[config.mk]
export PLATFORM = sky130hd
export DESIGN_NAME = debounce_filter
export DESIGN_NICKNAME = d
export VERILOG_FILES = /design/src/rtl/debounce_filter.sv
export SDC_FILE = /design/constraint.sdc
export NUM_CORES = 1
export LEC_CHECK = 0
export CORE_MARGIN = 1
export CORE_UTILIZATION = 45
export DETAILED_ROUTE_END_ITERATION = 16
export PLACE_DENSITY = 0.63
export SKIP_CTS_REPAIR_TIMING = 1
export SYNTH_ARGS = -nofsm -noshare
export SYNTH_HDL_FRONTEND = slang
export SYNTH_SLANG_ARGS = --single-unit
[constraint.sdc]
create_clock -name i_clk -period 5.2 [get_ports i_clk]
set_input_delay 0.78 -clock i_clk [delete_from_list [all_inputs] [get_ports i_clk]]
set_output_delay 0.78 -clock i_clk [all_outputs]
set_load 0.1 [all_outputs]
[src/rtl/debounce_filter.sv]
// -----------------------------------------------------------------------------
// debounce_filter
//
// Purpose:
//   Turns one bouncy single-bit input, such as a mechanical switch, into a
//   clean level. The filtered output changes only after the input has held
//   the opposite level for DEBOUNCE_LIMIT consecutive clock samples. Any
//   sample that matches the current output level restarts the count.
//   The block also emits single-cycle rise/fall pulses, so downstream logic
//   needs no edge detector of its own.
//
// Parameters:
//   DEBOUNCE_LIMIT - consecutive differing samples needed to flip the output
//                    (>= 1; smaller values stop elaboration).
//   RESET_VALUE    - level of o_debounced during and right after reset.
//
// Optional feature macro:
//   DEBOUNCE_FILTER_SYNC_EN - when defined, i_bouncy first passes through a
//   2-flop synchronizer (reset to RESET_VALUE), which makes the block safe
//   for fully asynchronous pins. This adds two edges of latency. When it is
//   not defined, i_bouncy must already be synchronous to i_clk.
//
// Ports:
//   i_clk       - sole clock; all state updates on its rising edge
//   i_rst_n     - asynchronous active-low reset
//   i_bouncy    - raw, possibly glitching input
//   o_debounced - filtered level, driven straight from a flop
//   o_rise      - one-cycle pulse when o_debounced goes 0->1
//   o_fall      - one-cycle pulse when o_debounced goes 1->0
//
// Handshake: none. Every cycle is a valid output cycle. o_rise/o_fall are
//   high during the first cycle in which o_debounced shows its new level.
// -----------------------------------------------------------------------------
module debounce_filter #(
    parameter int   DEBOUNCE_LIMIT = 250000,
    parameter logic RESET_VALUE    = 1'b0
) (
    input  logic i_clk,
    input  logic i_rst_n,
    input  logic i_bouncy,
    output logic o_debounced,
    output logic o_rise,
    output logic o_fall
);

    // Stop elaboration on an illegal limit.
    if (DEBOUNCE_LIMIT < 1) begin : g_bad_limit
        $error("debounce_filter: DEBOUNCE_LIMIT must be >= 1");
    end

    localparam int              CNT_W    = $clog2(DEBOUNCE_LIMIT + 1);
    localparam logic [CNT_W-1:0] LIMIT_M1 = CNT_W'(DEBOUNCE_LIMIT - 1);

    // Filter sample.
    logic sample;

`ifdef DEBOUNCE_FILTER_SYNC_EN
    logic sync1_q, sync1_d;
    logic sync2_q, sync2_d;

    always_comb begin
        sync1_d = i_bouncy;
        sync2_d = sync1_q;
    end

    always_ff @(posedge i_clk or negedge i_rst_n) begin
        if (!i_rst_n) begin
            sync1_q <= RESET_VALUE;
            sync2_q <= RESET_VALUE;
        end else begin
            sync1_q <= sync1_d;
            sync2_q <= sync2_d;
        end
    end

    assign sample = sync2_q;
`else
    assign sample = i_bouncy;
`endif

    // Filter state.
    logic             state_q, state_d;
    logic [CNT_W-1:0] cnt_q,   cnt_d;
    logic             rise_q,  rise_d;
    logic             fall_q,  fall_d;

    always_comb begin
        state_d = state_q;
        cnt_d   = '0;
        rise_d  = 1'b0;
        fall_d  = 1'b0;

        if (sample != state_q) begin
            // The ">=" keeps the counter bounded even if it were ever
            // corrupted; in normal operation it reaches LIMIT_M1 exactly.
            if (cnt_q >= LIMIT_M1) begin
                state_d = sample;
                cnt_d   = '0;
                rise_d  = sample;
                fall_d  = ~sample;
            end else begin
                cnt_d = cnt_q + CNT_W'(1);
            end
        end
        // When the sample matches the current state, the count restarts
        // (cnt_d defaults to 0). That is what rejects glitches.
    end

    always_ff @(posedge i_clk or negedge i_rst_n) begin
        if (!i_rst_n) begin
            state_q <= RESET_VALUE;
            cnt_q   <= '0;
            rise_q  <= 1'b0;
            fall_q  <= 1'b0;
        end else begin
            state_q <= state_d;
            cnt_q   <= cnt_d;
            rise_q  <= rise_d;
            fall_q  <= fall_d;
        end
    end

    assign o_debounced = state_q;
    assign o_rise      = rise_q;
    assign o_fall      = fall_q;

endmodule

======== Word level (Yosys, flattened, before mapping) ========
Cells that the tools add are included.
word-level totals
  output and inout port bits .............. 3
  logic and storage cells ................. 15
  register bits ........................... 21
operators by class
  mux-type cells .......................... 6
  equal/unequal tests ..................... 1
  reduce and logical (&&, ||, !) cells .... 1
  bitwise logic cells ..................... 1
  order comparisons ....................... 1
  $add $sub $neg .......................... 1
operators with widths
  operator                                                          number
  18-bit two-way mux                                                2
  18-bit by 1-bit adder with 18-bit output (second input constant)  1
  18-bit greater-or-equal comparator (second input constant)        1
  1-bit two-way mux                                                 4
  2-bit AND reduction                                               1
  1-bit != test                                                     1
  1-bit inverter                                                    1

======== Logic depth before layout (Yosys ltp) ========
Gate-level depths: netlist of the first run.
  word-level depth ........................ 3
  depth in mapped cells ................... 6
  mapped depth without buffers ............ 5

======== Worst setup path before layout of the first run ========
No wires, ideal clock.
  path kind ............................... reg-to-reg
  start ................................... register state_q, in the netlist o_debounced
  end ..................................... register cnt_q[11]
  buffers on the path ..................... 1
  slack ................................... 3.438 ns
  cell stages (with the launch flop) ...... 5
  data arrival time ....................... 1.693 ns
  cells stage by stage .................... dfrtp_1 -> xor2_1 -> o211ai_4 -> buf_12 -> nor2_4
on the way
  longest elaborated chain between the ends .. 2
RTL lines
  what                      line  source
  start: declaration        82    logic state_q, state_d;
  start signal: assignment  116   state_q <= state_d;
  1-bit != test             93    if (sample != state_q) begin
  18-bit two-way mux        93
  net cnt_d[11]             83    logic [CNT_W-1:0] cnt_q, cnt_d;
  end signal: assignment    117   cnt_q <= cnt_d;
  end: declaration          83
The timed path passes the listed nets, and every way through them passes these cells.
A chain may end at the register's enable or synchronous reset.

======== Worst setup path in the final report of the first run ========
  start ................................... register state_q, in the netlist o_debounced
  end ..................................... output port o_debounced
RTL lines
  what              line  source
  end: declaration  41    output logic o_debounced,
No word-level cell between the ends.

==> out/qor.log, run 1 <==
qor: outcome.outcome completed
qor: routing.drt-wirelength-per-cell 15.0 um
qor: sta.timing_hold_violations_final 0
qor: yosys.synth_nets 106
qor: cts.clkTransAtPathRegs 120 ps
qor: placement.hpwl_detailed 1370 um
qor: routing.detail_route.first_pass.iterations 4
qor: layout.area_delta_synth_final 7.59%
qor: cts.clock_latency 300 ps
qor: worst_setup_path.cpPeakStageDelay 1160 ps
qor: routing.drt-total-wl 2050 um
qor: global_routing.gr-total-overflow 0
qor: power_and_ir_drop.leakage 0.000448 uW
qor: yosys.post_synth_inst_count 102
qor: global_routing.overall_global_routing_resource_usage 18.3%
qor: hold_path.min_path_type register to register
qor: cts.clock_tree.root_cell sky130_fd_sc_hd__clkbuf_4
qor: sta.relSlewSlack 35.3%
qor: layout.num-nets-final 114
qor: cts.cts_made_buffers 3
qor: die.die_height 52.3 um
qor: yosys.ys_types 29
qor: die.num_rows 17
qor: worst_setup_path.start_kind register
qor: sta.finalSetupViolCount 0
qor: layout.drive_above_1_share 16.5%
qor: cts.cts_tree done
qor: yosys.synth_warnings 0
qor: layout.antenna-diode-count 0
qor: worst_setup_path.worst_path_dominant_cell_family buffers and inverters
qor: worst_setup_path.worst_setup_path_end_kind output pin
qor: die.boundaryPins 6
qor: yosys.dominantRegCellSynth sky130_fd_sc_hd__dfrtp_1
qor: placement.globalplace.congestion 0.787
qor: sta.setup-tns-final 0 ps
qor: yosys.synth_enable_flop_cells 0
qor: die.start_util 49.5%
qor: power_and_ir_drop.power.density_cell_area 230 nW/um2
qor: layout.layout_common_cells 21 x sky130_fd_sc_hd__dfrtp_1, 10 x sky130_fd_sc_hd__nor2_4, 9 x sky130_fd_sc_hd__xnor2_1
qor: cts.clock_buffer_depth 2
qor: worst_setup_path.worst_path_cell_with_the_longest_stage_delay sky130_fd_sc_hd__clkdlybuf4s50_1
qor: routing.vias_per_cell 5.75
qor: cts.ctsHtreeMaxLevel 1
qor: sta.grt_setup_unrepaired false
qor: die.design.die.area 2730 um2
qor: yosys.avgSynthCellArea 11.2 um2
qor: die.width_of_the_die 52.3 um
qor: cts.cts.sinks 21
qor: worst_setup_path.crit_path_max_fanout 5
qor: routing.drc_violations_left 0
qor: yosys.ys_async_sr_fraction 100%
qor: worst_setup_path.timing.critical_path.arrival 1890 ps
qor: yosys.synth-seq-cells 21
qor: yosys.cell_area_after_synthesis 1140 um2
qor: power_and_ir_drop.post-layout-total-power 282 uW
qor: placement.number_of_buffers_inserted_by_port_buffering 5
qor: sta.period_needed 2670 ps
qor: routing.drt-initial-drc-count 9
qor: global_routing.grt_pass1_vias 782
qor: sta.setup_skew_after_layout 1.75 ps
qor: sta.worst_slew_pin_slew 968 ps
qor: global_routing.antenna_found_initial 0
qor: power_and_ir_drop.max-vdd-ir-drop 0.000145 V
qor: sta.maxClockFrequency 375 MHz
qor: yosys.synth_seq_area_share 46.2%
qor: routing.overall_via_count_from_detail_route 788
qor: routing.route.antenna.remaining_nets 0
qor: global_routing.pin_count_of_the_biggest_net_entering_global_routing 22
qor: layout.fillers 220
qor: die.placeableCoreArea 2300 um2
qor: sta.final.period_utilization 51.3%
qor: layout.mostFrequentLayoutCell sky130_fd_sc_hd__dfrtp_1
qor: global_routing.grt_pass1_wl 3630 um
qor: run.max_cap_violations 0
qor: sta.timing.final.max_slew_violations 0
qor: worst_setup_path.crit_chain clkdlybuf4s50_1
qor: worst_setup_path.criticalPathCategory register to output pin
qor: worst_setup_path.timing.critical_path.buf_inv 1
qor: worst_setup_path.worstPathRequired 4420 ps
## stage by stage
stage,area [um2],worst slack (ps),hold slack [ps],utilization (%),std cells
2_1_floorplan,1140,3440,484,-,102
3_3_place_gp,1200,2890,499,52.1,133
3_5_place_dp,1200,2870,512,52.1,133
4_1_cts,1220,2520,530,53.3,137
5_1_grt,1220,2470,551,53.3,137
6_report,1220,2530,524,53.3,137
## power breakdown
part | switching [uW] | internal (uW)
Sequential | 6.98 | 167
Combinational | 20.1 | 8.23
Clock | 49.1 | 29.8
## layer usage
metal	wire length [um]	global-route usage (%)	vias to the layer above
met5	0	0	-
met4	17	7.46	0
met3	53	3.48	2
met2	1010	28.8	12
met1	971	24.5	396
li1	-	-	378
## synth_stat cells (all sizes together) (2+ instances only)
library cell	number	area (um2)
nor3	3	15.0
nor4	6	37.5
inv	2	7.51
xnor2	9	78.8
nand2	5	18.8
or4	2	18.8
a21oi	2	10.0
buf	2	25.0
o211ai	3	36.3
nor3b	2	15.0
xor2	6	52.6
nor2	18	145
dfrtp	21	526
and3	2	12.5
nand3	5	25.0
nand4	7	50.1
## layout make-up
class | count | area (um2) | area share [%]
timing repair buffer | 5 | 50.0 | 4.09
multi-input combinational | 77 | 579 | 47.3
clock buffer | 4 | 26.3 | 2.15
tap | 28 | 35.0 | 2.86
sequential | 21 | 526 | 42.9
inverter | 2 | 7.51 | 0.613
## worst paths after layout
check                           slack, ps                     from                  end  cells past startpoint
worst max-delay path                 2530  o_debounced$_DFFE_PN0P_          o_debounced                      1
worst min-delay path                  520  o_debounced$_DFFE_PN0P_     o_rise$_DFF_PN0_                      1
worst max register to register       3300       cnt_q[0]$_DFF_PN0_   cnt_q[5]$_DFF_PN0_                      5
worst min register to register        520  o_debounced$_DFFE_PN0P_     o_rise$_DFF_PN0_                      1
max in group asynchronous            3640                  i_rst_n  cnt_q[11]$_DFF_PN0_                      1
min in group asynchronous            1000                  i_rst_n   cnt_q[6]$_DFF_PN0_                      1
## registers in the layout, indices dropped and copies added, names as in the netlist
register	cells
cnt_q	18
o_debounced	1
o_fall	1
o_rise	1
## kinds of logic (layout without fill, tap and decap cells)
| logic type | after synthesis | in the layout | share of synthesized area (%) |
|---|---|---|---|
| AOI/OAI and AO/OA | 8 | 8 | 6.27 |
| xor gates and xnor gates | 15 | 15 | 11.6 |
| adders and majority gates | 1 | 1 | 1.10 |
| buffers and inverters | 4 | 11 | 2.86 |
| DFF | 21 | 21 | 46.2 |
| muxes | 1 | 1 | 0.990 |
| and+or+nand+nor | 52 | 52 | 31.0 |
Note: power is estimated with default switching activity, not from simulation.
==> run 2, diff against run 1 <==
clock period = 2.5 ns   (was 5.2 ns; I/O delays follow)
==> run 2 against run 1 <==
Net effect:
- first-iteration DRC count is 140% higher
- clock skew about the same
- via count rose by 0.25%
- sequential cell count did not move
- sequential power increased by 110%
- cell count grew 0.73%
==> out/qor.log, run 2 (same netlist as run 1, synthesis figures left out) <==
qor: routing.drt-initial-drc-count 22
qor: cts.cts_made_buffers 3
qor: global_routing.overall_global_routing_resource_usage 18.8%
qor: die.design.die.area 2730 um2
qor: routing.route.antenna.remaining_nets 0
qor: sta.timing_hold_violations_final 0
qor: routing.drt-wirelength-per-cell 14.2 um
qor: placement.hpwl_detailed 1400 um
qor: layout.num-nets-final 115
qor: sta.grt_setup_unrepaired false
qor: global_routing.antenna_found_initial 0
qor: sta.fin_worst_hold_slack 391 ps
qor: sta.period_needed 1860 ps
qor: cts.clock_buffer_depth 2
qor: die.num_rows 17
qor: cts.cts_tree done
qor: cts.ctsHtreeMaxLevel 1
qor: routing.drc_violations_left 0
qor: worst_setup_path.worst_setup_path_end_kind register
qor: sta.timing.final.max_slew_violations 0
qor: die.boundaryPins 6
qor: routing.vias_per_cell 5.72
qor: worst_setup_path.worstPathRequired 2660 ps
qor: cts.clkTransAtPathRegs 120 ps
qor: worst_setup_path.crit_path_max_fanout 17
qor: power_and_ir_drop.power.density_cell_area 479 nW/um2
qor: worst_setup_path.reg2reg_from cnt_q[14]$_DFF_PN0_
qor: sta.setup-tns-final 0 ps
qor: layout.layout_common_cells 21 x sky130_fd_sc_hd__dfrtp_1, 10 x sky130_fd_sc_hd__nor2_4, 9 x sky130_fd_sc_hd__xnor2_1
qor: layout.antenna-diode-count 0
qor: global_routing.grt_pass1_vias 807
qor: sta.final_critical_path_setup_slack 641 ps
qor: layout.drive_above_1_share 20.9%
qor: layout.fillers 209
qor: worst_setup_path.ff2ff_path_depth 4
qor: hold_path.min_path_type input port to async pin
qor: cts.clock_tree.root_cell sky130_fd_sc_hd__clkbuf_4
qor: layout.mostFrequentLayoutCell sky130_fd_sc_hd__dfrtp_1
qor: worst_setup_path.endpoint cnt_q[5]$_DFF_PN0_
qor: worst_setup_path.criticalPathCategory register to register
qor: sta.setup_skew_after_layout 1.85 ps
qor: routing.overall_via_count_from_detail_route 790
qor: placement.globalplace.congestion 0.812
qor: cts.cts.sinks 21
qor: die.width_of_the_die 52.3 um
qor: layout.area_delta_synth_final 7.70%
qor: placement.post_placement_worst_setup_slack 623 ps
qor: die.die_height 52.3 um
qor: placement.number_of_buffers_inserted_by_port_buffering 5
qor: worst_setup_path.rr_endpoint cnt_q[5]$_DFF_PN0_
qor: worst_setup_path.start_kind register
qor: routing.drt-total-wl 1960 um
qor: run.max_cap_violations 0
qor: die.start_util 49.5%
qor: routing.detail_route.first_pass.iterations 4
qor: sta.maxClockFrequency 538 MHz
qor: cts.clock_latency 300 ps
qor: global_routing.gr-total-overflow 0
qor: sta.finalSetupViolCount 0
qor: power_and_ir_drop.leakage 0.000460 uW
qor: sta.relSlewSlack 41.0%
qor: layout.number_of_flip_flops_in_the_largest_register 18
qor: layout.final_core_utilization 53.3%
qor: global_routing.pin_count_of_the_biggest_net_entering_global_routing 22
qor: sta.final.period_utilization 74.4%
qor: global_routing.grt_pass1_wl 3700 um
qor: die.placeableCoreArea 2300 um2
qor: worst_setup_path.timing.critical_path.arrival 2020 ps
qor: worst_setup_path.startpoint cnt_q[14]$_DFF_PN0_
qor: power_and_ir_drop.max-vdd-ir-drop 0.000319 V
qor: outcome.outcome completed
qor: layout.max_flop_register cnt_q
qor: sta.worst_slew_pin_slew 880 ps
qor: worst_setup_path.setup.reg_to_reg.worst_slack 640 ps
-- run 2: cell count changes in the layout (fill, tap and decap cells not counted) --
cell	before	now
sky130_fd_sc_hd__clkbuf_1	1	0
sky130_fd_sc_hd__buf_4	0	4
sky130_fd_sc_hd__clkdlybuf4s50_1	5	2
sky130_fd_sc_hd__clkinv_2	0	1
-- run 2: layout make-up --
class	count	area, um2	share of cell area (%)
Inverter	2	7.51	0.613
Clock buffer	3	22.5	1.84
Clock inverter	1	5.00	0.409
Tap cell	28	35.0	2.86
Multi-Input combinational cell	77	579	47.3
Sequential cell	21	526	42.9
Timing Repair Buffer	6	50.0	4.09
-- run 2: worst min-delay path by stage --
stage / endpoint / slack, ps / cells after the start / start
6_report: cnt_q[16]$_DFF_PN0_ / 390 / 2 / i_rst_n
5_1_grt: cnt_q[6]$_DFF_PN0_ / 430 / 2 / i_rst_n
4_1_cts: cnt_q[4]$_DFF_PN0_ / 390 / 2 / i_rst_n
3_5_place_dp: cnt_q[0]$_DFF_PN0_ / 520 / 1 / cnt_q[0]$_DFF_PN0_
3_3_place_gp: o_rise$_DFF_PN0_ / 500 / 1 / o_debounced$_DFFE_PN0P_
2_1_floorplan: cnt_q[0]$_DFF_PN0_ / 80 / 0 / i_rst_n
-- run 2: routing by layer --
metal	vias up	GRT usage (%)	wire, um
met5	-	0	0
met4	0	7.89	27
met3	4	2.61	84
met2	18	29.9	972
met1	388	25.5	874
li1	380	-	-
-- run 2: through the flow --
step	instance area, um2	power, uW	instances
6_report	1220	587	138
5_1_grt	1220	614	138
3_5_place_dp	1200	429	134
3_3_place_gp	1200	429	134
4_1_cts	1220	594	138
2_1_floorplan	1140	415	102
-- run 2: power by group --
group          switching [uW]  total, uW  internal [uW]
sequential               13.4        362            348
combinational            42.4       60.4           18.0
clock                     105        165           59.7
-- run 2: worst max-delay path, cell delays in order, from the launching register on --
cell and delay (ps):
sky130_fd_sc_hd__dfrtp_1 450, sky130_fd_sc_hd__and3_1 220, sky130_fd_sc_hd__o211ai_1 160, sky130_fd_sc_hd__o211ai_4 760, sky130_fd_sc_hd__nor2_1 120
==> run 3, diff against run 2 <==
clock period = 1.75 ns   (was 2.5 ns; I/O delays follow)
==> run 3 against run 2 <==
Net effect:
- final area up 5.9%
- critical path depth stayed put
- combinational power up 77%
- highest routed layer unchanged
- global-route usage is 0.31 points higher
- total power grew 45%
- wire length increased by 6.1%
==> out/qor.log, run 3 (same netlist as run 1, synthesis figures left out) <==
qor: sta.finalSetupViolCount 0
qor: cts.cts.sinks 21
qor: worst_setup_path.worst_setup_path_end_kind register
qor: global_routing.grt_pass1_vias 819
qor: sta.setup_skew_after_layout 4.88 ps
qor: cts.clock_latency 300 ps
qor: hold_path.min_path_type input port to async pin
qor: layout.drive_above_1_share 26.3%
qor: cts.clock_tree.root_cell sky130_fd_sc_hd__clkbuf_4
qor: placement.globalplace.congestion 0.809
qor: sta.setup-tns-final 0 ps
qor: worst_setup_path.criticalPathCategory register to register
qor: cts.cts_tree done
qor: routing.vias_per_cell 5.59
qor: routing.drt-initial-drc-count 23
qor: sta.final.period_utilization 94.6%
qor: layout.fillers 203
qor: layout.number_of_flip_flops_in_the_largest_register 18
qor: power_and_ir_drop.leakage 0.000503 uW
qor: die.die_height 52.3 um
qor: worst_setup_path.setup.reg_to_reg.worst_slack 90 ps
qor: layout.area_delta_synth_final 14.1%
qor: layout.final_core_utilization 56.5%
qor: global_routing.antenna_found_initial 0
qor: routing.drt-wirelength-per-cell 14.2 um
qor: sta.period_needed 1660 ps
qor: layout.layout_common_cells 20 x sky130_fd_sc_hd__dfrtp_1, 11 x sky130_fd_sc_hd__buf_4, 10 x sky130_fd_sc_hd__nor2_4
qor: routing.met1Wirelength 968 um
qor: cts.clkTransAtPathRegs 110 ps
qor: cts.cts_made_buffers 3
qor: placement.number_of_buffers_inserted_by_port_buffering 5
qor: global_routing.gr-total-overflow 0
qor: worst_setup_path.timing.critical_path.arrival 1850 ps
qor: die.num_rows 17
qor: power_and_ir_drop.power.density_cell_area 657 nW/um2
qor: worst_setup_path.worstPathRequired 1940 ps
qor: cts.ctsHtreeMaxLevel 1
qor: placement.hpwl_detailed 1490 um
qor: routing.overall_via_count_from_detail_route 816
qor: sta.worst_slew_pin_slew 374 ps
qor: cts.clock_buffer_depth 2
qor: layout.mostFrequentLayoutCell sky130_fd_sc_hd__dfrtp_1
qor: routing.route.antenna.remaining_nets 0
qor: global_routing.grt_pass1_wl 3710 um
qor: routing.drt-total-wl 2080 um
qor: die.boundaryPins 6
qor: sta.grt_setup_unrepaired false
qor: worst_setup_path.start_kind register
qor: outcome.outcome completed
qor: routing.detail_route.first_pass.iterations 4
qor: routing.drc_violations_left 0
qor: sta.timing_hold_violations_final 0
qor: sta.timing.final.max_slew_violations 0
qor: layout.max_flop_register cnt_q
qor: worst_setup_path.ff2ff_path_depth 4
qor: sta.final_critical_path_setup_slack 94.7 ps
qor: die.design.die.area 2730 um2
qor: power_and_ir_drop.max-vdd-ir-drop 0.000539 V
qor: die.placeableCoreArea 2300 um2
qor: die.start_util 49.5%
qor: routing.route.met3.wl 92 um
qor: run.max_cap_violations 0
qor: routing.topRoutingLayerUsed met4
qor: global_routing.overall_global_routing_resource_usage 19.1%
qor: layout.antenna-diode-count 0
qor: layout.num-nets-final 123
qor: die.width_of_the_die 52.3 um
qor: routing.route.met2.wl 1000 um
qor: worst_setup_path.crit_path_max_fanout 4
qor: sta.relSlewSlack 74.9%
qor: global_routing.pin_count_of_the_biggest_net_entering_global_routing 22
qor: sta.maxClockFrequency 604 MHz
qor: placement.post_placement_worst_setup_slack 110 ps
==> run 3: path summary, 6_finish.rpt <==
kind	from	end
setup / recovery	cnt_q[9]$_DFF_PN0_	o_debounced$_DFFE_PN0P_
min in group i_clk	o_debounced$_DFFE_PN0P_	o_rise$_DFF_PN0_
hold / removal	i_rst_n	cnt_q[5]$_DFF_PN0_
hold reg to reg	o_debounced$_DFFE_PN0P_	o_rise$_DFF_PN0_
setup reg to reg	cnt_q[9]$_DFF_PN0_	o_debounced$_DFFE_PN0P_
max in group asynchronous	i_rst_n	o_debounced$_DFFE_PN0P_
==> run 3: power by group <==
| part | internal, uW | switching (uW) | leakage (uW) |
|---|---|---|---|
| combinational | 40.4 | 66.7 | 0.000200 |
| sequential | 498 | 15.3 | 0.000288 |
| clock | 88.9 | 144 | 0.0000150 |
| total | 627 | 226 | 0.000503 |
==> run 3: per-layer routing <==
layer  track usage, %  up-vias
met1             24.4      396
met5                0        -
met4             5.26        0
li1                 -      400
met3             6.09        2
met2             31.0       18
==> run 3: critical path: stages (launching register included) <==
cell	delay, ps
sky130_fd_sc_hd__dfrtp_1	390
sky130_fd_sc_hd__or4_4	540
sky130_fd_sc_hd__nor2_4	120
sky130_fd_sc_hd__o21a_2	160
sky130_fd_sc_hd__mux2_1	320
==> run 3: metrics by stage <==
| step | area (um2) | power [uW] | hold WS, ps | std cells |
|---|---|---|---|---|
| detailed placement | 1270 | 631 | 520 | 142 |
| global route | 1300 | 899 | 305 | 146 |
| CTS | 1300 | 870 | 283 | 146 |
| floorplan | 1140 | 593 | -33.1 | 102 |
| global placement | 1270 | 630 | 506 | 142 |
| finish | 1300 | 853 | 282 | 146 |
==> run 3: final cells by class <==
class / instances / area (um2) / share of cell area (%)
multi-input cells: 77 / 579 / 44.6
flip-flops and latches: 21 / 527 / 40.6
repair buffers: 14 / 123 / 9.45
well taps: 28 / 35.0 / 2.70
clock buffers: 4 / 26.3 / 2.03
inverters: 2 / 7.51 / 0.579
